--- config.mk ---
export PLATFORM = sky130hd
export DESIGN_NAME = peak_finder
export DESIGN_NICKNAME = d
export VERILOG_FILES = /design/src/rtl/peak_finder.sv
export SDC_FILE = /design/constraint.sdc
export NUM_CORES = 1
export LEC_CHECK = 0
export CAP_MARGIN = 5
export CORE_UTILIZATION = 50
export DETAILED_ROUTE_END_ITERATION = 8
export GPL_TIMING_DRIVEN = 1
export MAX_ROUTING_LAYER = met4
export PLACE_DENSITY = 0.69
export SLEW_MARGIN = 5
export SYNTH_ARGS = -nofsm -noshare
export SYNTH_HDL_FRONTEND = slang
export SYNTH_SLANG_ARGS = --single-unit
export TNS_END_PERCENT = 1
--- constraint.sdc ---
create_clock -name clk -period 6.4 [get_ports clk]
set_input_delay 0.64 -clock clk [delete_from_list [all_inputs] [get_ports clk]]
set_output_delay 0.64 -clock clk [all_outputs]
set_load 0.03 [all_outputs]
--- src/rtl/peak_finder.sv ---
// peak_finder: circular-neighbour peak detector over framed bins with a small output FIFO.
// Optional macro PEAK_FINDER_COUNT_EN adds peakCount (peaks found in the last completed frame).
module peak_finder #(
  parameter int N = 16,
  parameter int BINS = 24,
  parameter int THRESH = 64,
  parameter int FIFO_DEPTH = 4
) (
  input  logic clk,
  input  logic rst,
  input  logic signed [N-1:0] binIn,
  input  logic binWrite,
  output logic [$clog2(BINS)-1:0] peakIdx,
  output logic signed [N-1:0] peakVal,
  output logic peakValid,
  input  logic peakReady,
  output logic frameDone,
  output logic overflow,
  output logic dropErr
`ifdef PEAK_FINDER_COUNT_EN
  ,output logic [$clog2(BINS+1)-1:0] peakCount
`endif
);
  localparam int IW = $clog2(BINS);
  localparam int PW = FIFO_DEPTH > 1 ? $clog2(FIFO_DEPTH) : 1;
  localparam int CW = $clog2(FIFO_DEPTH + 1);
  localparam logic [IW-1:0] last_bin = IW'(BINS - 1);
  localparam logic [PW-1:0] last_ptr = PW'(FIFO_DEPTH - 1);
  localparam logic [CW-1:0] depth = CW'(FIFO_DEPTH);
  localparam logic signed [N-1:0] thresh = N'(THRESH);
  typedef enum logic [1:0] {COLLECT, WRAP_LAST, WRAP_FIRST} state_t;
  state_t state, state_nx;
  logic [IW-1:0] cnt, eval_idx;
  logic signed [N-1:0] win [2];
  logic signed [N-1:0] bin0, bin1, left, center, right;
  logic accept, eval, is_peak, pop, full, push;
  logic [IW-1:0] fifo_idx [FIFO_DEPTH];
  logic signed [N-1:0] fifo_val [FIFO_DEPTH];
  logic [PW-1:0] wp, rp;
  logic [CW-1:0] count;
  // win holds bins i-2 and i-1; together with binIn they form the 3-bin window for bin i-1
  assign accept = state == COLLECT && binWrite;
  assign eval = (accept && |cnt[IW-1:1]) || state != COLLECT;
  assign left = state == WRAP_FIRST ? win[1] : win[0];
  assign center = state == WRAP_FIRST ? bin0 : win[1];
  assign right = state == WRAP_LAST ? bin0 : state == WRAP_FIRST ? bin1 : binIn;
  assign eval_idx = state == WRAP_LAST ? last_bin : state == WRAP_FIRST ? '0 : cnt - 1'b1;
  assign is_peak = eval && center > left && center >= right && center > thresh;
  assign pop = peakValid && peakReady;
  assign full = count == depth;
  assign push = is_peak && (!full || pop);
  assign peakValid = count != '0;
  assign peakIdx = fifo_idx[rp];
  assign peakVal = fifo_val[rp];
  always_comb begin
    state_nx = state;
    state_nx = state == WRAP_LAST ? WRAP_FIRST : state == WRAP_FIRST ? COLLECT :
               accept && cnt == last_bin ? WRAP_LAST : COLLECT;
  end
  always_ff @(posedge clk) begin
    if (!rst) begin
      state <= COLLECT;
      cnt <= '0;
      win <= '{default: '0};
      bin0 <= '0;
      bin1 <= '0;
      wp <= '0;
      rp <= '0;
      count <= '0;
      fifo_idx <= '{default: '0};
      fifo_val <= '{default: '0};
      frameDone <= 1'b0;
      overflow <= 1'b0;
      dropErr <= 1'b0;
    end else begin
      state <= state_nx;
      frameDone <= state == WRAP_FIRST;
      dropErr <= dropErr | (binWrite && state != COLLECT);
      overflow <= overflow | (is_peak && full && !pop);
      cnt <= state == WRAP_FIRST ? '0 : accept ? cnt + 1'b1 : cnt;
      if (accept) begin
        win[0] <= win[1];
        win[1] <= binIn;
        if (cnt == '0) bin0 <= binIn;
        if (cnt == IW'(1)) bin1 <= binIn;
      end
      if (push) begin
        fifo_idx[wp] <= eval_idx;
        fifo_val[wp] <= center;
        wp <= wp == last_ptr ? '0 : wp + 1'b1;
      end
      if (pop) rp <= rp == last_ptr ? '0 : rp + 1'b1;
      count <= count + CW'(push) - CW'(pop);
    end
  end
`ifdef PEAK_FINDER_COUNT_EN
  // counts every detected peak, including ones the full FIFO dropped
  logic [$clog2(BINS+1)-1:0] found;
  always_ff @(posedge clk) begin
    if (!rst) begin
      found <= '0;
      peakCount <= '0;
    end else if (state == WRAP_FIRST) begin
      peakCount <= found + ($clog2(BINS+1))'(is_peak);
      found <= '0;
    end else if (is_peak) begin
      found <= found + 1'b1;
    end
  end
`endif
endmodule

# == Word-level counts from Yosys, hierarchy flattened ==
# Cells that the tools add are included.
# classes
n_eq_ne,7
bitwise,5
n_mux,23
addsub,6
reduce_logical,25
n_lt_le_gt_ge,6
# op_table
cell,n
two-way mux 16 bit,7
bitwise mux 64 bit,1
binary-select mux 16 bit (select 2 bit),1
demux 16 bit (select 2 bit),1
two-way mux 5 bit,5
bitwise mux 20 bit,1
>= comparator 16 bit,1
greater-than comparator 16 bit,1
"greater-than comparator 16 x 8 -> 1 bit, second input constant",1
logical AND 1 bit,12
binary-select mux 5 bit (select 2 bit),1
demux 5 bit (select 2 bit),1
"== test 2 bit, second input constant",3
">= comparator 3 bit, second input constant",2
two-way mux 2 bit,3
inverter 2 -> 3 bit,2
"adder 5 x 1 -> 5 bit, second input constant",1
"== test 5 x 1 -> 1 bit, second input constant",1
"== test 5 bit, second input constant",1
zero test 5 bit,1
"subtractor 5 x 1 -> 5 bit, second input constant",1
"adder 2 x 1 -> 2 bit, second input constant",2
AND reduction 2 bit,2
OR reduction 4 bit,1
15 further kinds,19
# word_totals
elab_cells,93
out_inout_bits,25
input_bits,20
reg_bits,165

# == Depth between registers and ports, before layout ==
# logic_depth
depth_word,10
mapped_depth,19
depth_no_buf,17

# == Worst setup path before layout ==
# OpenSTA, ideal clock, no wires.
# synth_timing
kind,register -> register
start,register state[0]
end,register count[2]
n_path_buf,3
path_slack_ns,1.748
arrival_time_ns,4.537
path_stages_with_launch,19
cell_sequence,dfxtp_1 -> nand2b_1 -> clkbuf_1 -> clkbuf_1 -> buf_1 -> mux2i_1 -> ha_1 -> nand4_2 -> or4_4 -> a21oi_2 -> nor3_2 -> mux2i_4 -> nor3_2 -> ha_1 -> inv_1 -> fa_1 -> xnor2_1 -> xnor2_1 -> and2_1
# synth_via
elab_chain_len,10
elab_cells_between_ends,20
# synth_rtl
element,line_no,rtl
from (decl),32,"state_t state, state_nx;"
from (signal assigned),76,state <= state_nx;
branches (longest 6 deep; another with >= comparator 16 bit),-,
logical AND 1 bit *,48,assign is_peak = eval && center > left && center >= right && center > thresh;
logical AND 1 bit *,51,assign push = is_peak && (!full || pop);
named net push,36,"logic accept, eval, is_peak, pop, full, push;"
adder 3 x 1 -> 3 bit *,93,count <= count + CW'(push) - CW'(pop);
subtractor 3 x 1 -> 3 bit *,93,
to (signal assigned),93,
to (decl),40,logic [CW-1:0] count;
# Mark *: on every way through the listed nets, which the timed path passes.
# A chain may end at the register's enable or synchronous reset.

# == Final worst setup path ==
# layout_timing
start,register state[1]
end,register count[2]
# layout_via
elab_cells_between_ends,20
# layout_rtl
element,line_no,rtl
== test 2 bit *,45,assign center = state == WRAP_FIRST ? bin0 : win[1];
two-way mux 16 bit *,45,
named net center[6],35,"logic signed [N-1:0] bin0, bin1, left, center, right;"
greater-than comparator 16 bit,48,
logical AND 1 bit (2 in series),48,
logical AND 1 bit *,48,
logical AND 1 bit *,51,
named net push,36,
adder 3 x 1 -> 3 bit *,93,
subtractor 3 x 1 -> 3 bit *,93,
# Mark *: on every way through the listed nets, which the timed path passes. The rest lies on a longest branch.

==> impl_results.md <==
* Run status: complete, no violations
* Primary FF master, synth: dfxtp_1
* Setup TNS Final at 0 ps
* #FFs+latches synth at 165
* Min cycle time layout at 4530 ps
* Worst slew pin tran at 1190 ps
* Final Hold Fails at 0
* Die Width at 131 µm
* Routed WL at 19000 µm
* RR Startpoint: state[1]$_SDFF_PN0_
* RSZ-0062 raised after global routing: no
* Post-cts sizing count at 0
* Hold Slack at 427 ps
* Slowest-stage cell, CP: nor2b_4
* CTS Buffer Depth at 2
* Antenna viol nets, final at 0
* Clock Tree Root: clkbuf_16
* Gpl congestion at 0.867
* First DRT Iteration DRCs at 395
* CP endpoint: count[2]$_SDFF_PN0_
* Worst setup path category: reg -> reg
* CP arrival at 4850 ps
* Drt wl/cell at 16.5 µm
* DRT Pass-1 Iters at 5
* # hold bufs at CTS at 0
* Die height at 131 µm
* Reg-to-reg endpoint: count[2]$_SDFF_PN0_
* Crit-path max FO at 23
* Mapped Cells at 911
* HP Class: reg -> reg
* Power density over cell area at 272 nW/µm²
* Worst Skew at 8.29 ps
* Final setup violation count at 0
* Async S/R FF share, synth at 0%
* Nets@finish at 991
* Reg2reg setup slack at 1870 ps
* Number of placement rows at 46
* Post-DP HPWL at 12500 µm
* Crit path from: state[1]$_SDFF_PN0_
* Type of origin of the critical path: register
* Area contributors post-synth: dfxtp_1 (40%), nand2_1 (13%), mux2i_1 (12%)
* Post-CTS setup buffer count at 0
* Inserted Diodes at 0
* P&R area growth vs syn at 14.0%
* EDFF count, synth at 0
* Final period util at 70.8%
* Placed insts at 1124
* Buf/Inv on CP at 2
* Crit. path cell count at 16
* Number of I/O pins at 45
* Via count at 6336
* Max-cap check violation count at 0
* Largest area contributor in the netlist: dfxtp_1
* Commonest cells in the netlist: nand2_1 (286), dfxtp_1 (165), mux2i_1 (100)
* Initial Util at 51.9%
* Non-filler cells, final at 1155
* Area after DPL at 8850 µm²
* Max rail drop VDD at 0.000177 V
* Final setup margin at 1870 ps
* Core outline area at 16100 µm²
* Max incr delay on CP at 570 ps
* Synth warn at 0
* Register area share after synthesis at 39.7%
* Initial antenna violation count at 0
* Post-layout util at 59.1%
* Pre-CTS setup slack at 1890 ps
* Inserted Clock Buffers at 17
* H-tree depth at 4
* Syn_nets at 975
* Slew Viols, Final at 0
* CTS tree: built
* Power, Total at 2.58 mW
* Fmax at 221 MHz
* DR vias/cell at 5.49
* Residual DRC count at 0
* Delay-heaviest family, CP: simple AND/OR/NAND/NOR gates
* Vias in the first global route at 6121
* Synth cell types at 47
* Mapped Area at 8330 µm²
* Finished Cell Area at 9500 µm²
* Leakage power at 3.50 nW
* Crit-path cells: nor2b_4 > buf_4 > mux2_2 > ha_1 > nand4_1 > or4_4 > a21oi_2 > nor3_2 > mux2i_4 > nor3_2 > ha_1 > inv_1 > fa_1 > xnor2_1 > xnor2_1 > and2_1
* First-pass GRT wire length at 31700 µm
* Worst Setup End Kind: register
* Reg clk slew, reported paths at 70 ps
* Worst Path Required at 6730 ps
* Remaining global-route overflow at 0
* R2R depth at 16
* Most common cell in the netlist: nand2_1
* Number of port buffers at 44
* Synth top area share at 39.7%
* CTS Sinks at 165
* Clock insertion delay at the later pin of the skew report at 430 ps
* Slew Limit Headroom at 20.8%
* Die area at 17200 µm²
* Largest net degree at the start of global routing at 90
* Average size of a mapped cell at 9.14 µm²
* GRT Util Overall at 24.8%
* Layout cells sized above 1 at 8.52%
area by class of cell:
| class | instances | area (µm²) |
|---|---|---|
| Multi-Input combinational cell | 672 | 4690 |
| Sequential cell | 165 | 3300 |
| Clock buffer | 20 | 447 |
| Clock inverter | 11 | 198 |
| Timing Repair Buffer | 56 | 528 |
| Fill cell | 1389 | 6560 |
| Inverter | 15 | 56.3 |
| Tap cell | 216 | 270 |
sequential cells by signal, summed over array words and instances (netlist names):
signal / flops
cnt: 5
overflow: 1
dropErr: 1
wp: 2
fifo_idx: 20
bin1: 16
bin0: 16
frameDone: 1
fifo_val: 64
win: 32
rp: 2
count: 3
state: 2
worst min-delay path by stage:
stage	from	end	slack, ps	cells after the start
2_1_floorplan	fifo_val[31]$_SDFFE_PN0P_	fifo_val[31]$_SDFFE_PN0P_	410	2
5_1_grt	fifo_val[63]$_SDFFE_PN0P_	fifo_val[63]$_SDFFE_PN0P_	450	2
3_5_place_dp	fifo_val[15]$_SDFFE_PN0P_	fifo_val[15]$_SDFFE_PN0P_	420	2
3_3_place_gp	fifo_val[63]$_SDFFE_PN0P_	fifo_val[63]$_SDFFE_PN0P_	410	2
6_report	fifo_val[15]$_SDFFE_PN0P_	fifo_val[15]$_SDFFE_PN0P_	430	2
4_1_cts	fifo_val[15]$_SDFFE_PN0P_	fifo_val[15]$_SDFFE_PN0P_	430	2
routing by layer:
metal | vias to the layer above | wire length, µm | GRT usage (%)
li1 | 3162 | - | -
met1 | 3029 | 9500 | 33.4
met2 | 134 | 8660 | 38.1
met3 | 11 | 739 | 4.50
met4 | 0 | 147 | 6.76
met5 | - | 0 | -
cell usage in the layout, fill, tap and decap left out, drive strengths merged, types with 5 or more instances in the layout:
master	instances
a21oi	30
nand4	9
nor2	19
a22o	15
nor3	6
bufinv	5
a21boi	65
and2	7
dfxtp	165
inv	17
clkdlybuf4s50	43
nand2	286
nor2b	7
nor4	10
o211ai	5
mux2i	102
ha	43
clkbuf	20
nand3	9
buf	13
mux4	21
xnor2	5
tightest hold or removal path, stage by stage, from the launching register on:
cell and delay, ps:
dfxtp_1 310, nand2_1 50, nor2_1 30
cells by family (layout without fill, tap and decap cells):
family	after synthesis	in the layout	share of synthesized area, %
compound gates	131	131	11.1
xor+xnor	9	9	0.946
fa+ha+maj	44	44	6.70
buf+inv	74	102	4.10
flops	165	165	39.7
mux	126	126	18.5
simple gates	362	362	18.9
power breakdown:
part	internal, mW	total, mW	switching [mW]
Sequential	1.06	1.11	0.0440
Combinational	0.147	0.345	0.198
Clock	0.705	1.13	0.424
Total	1.91	2.58	0.666
Power figures use the tool's default switching activity.
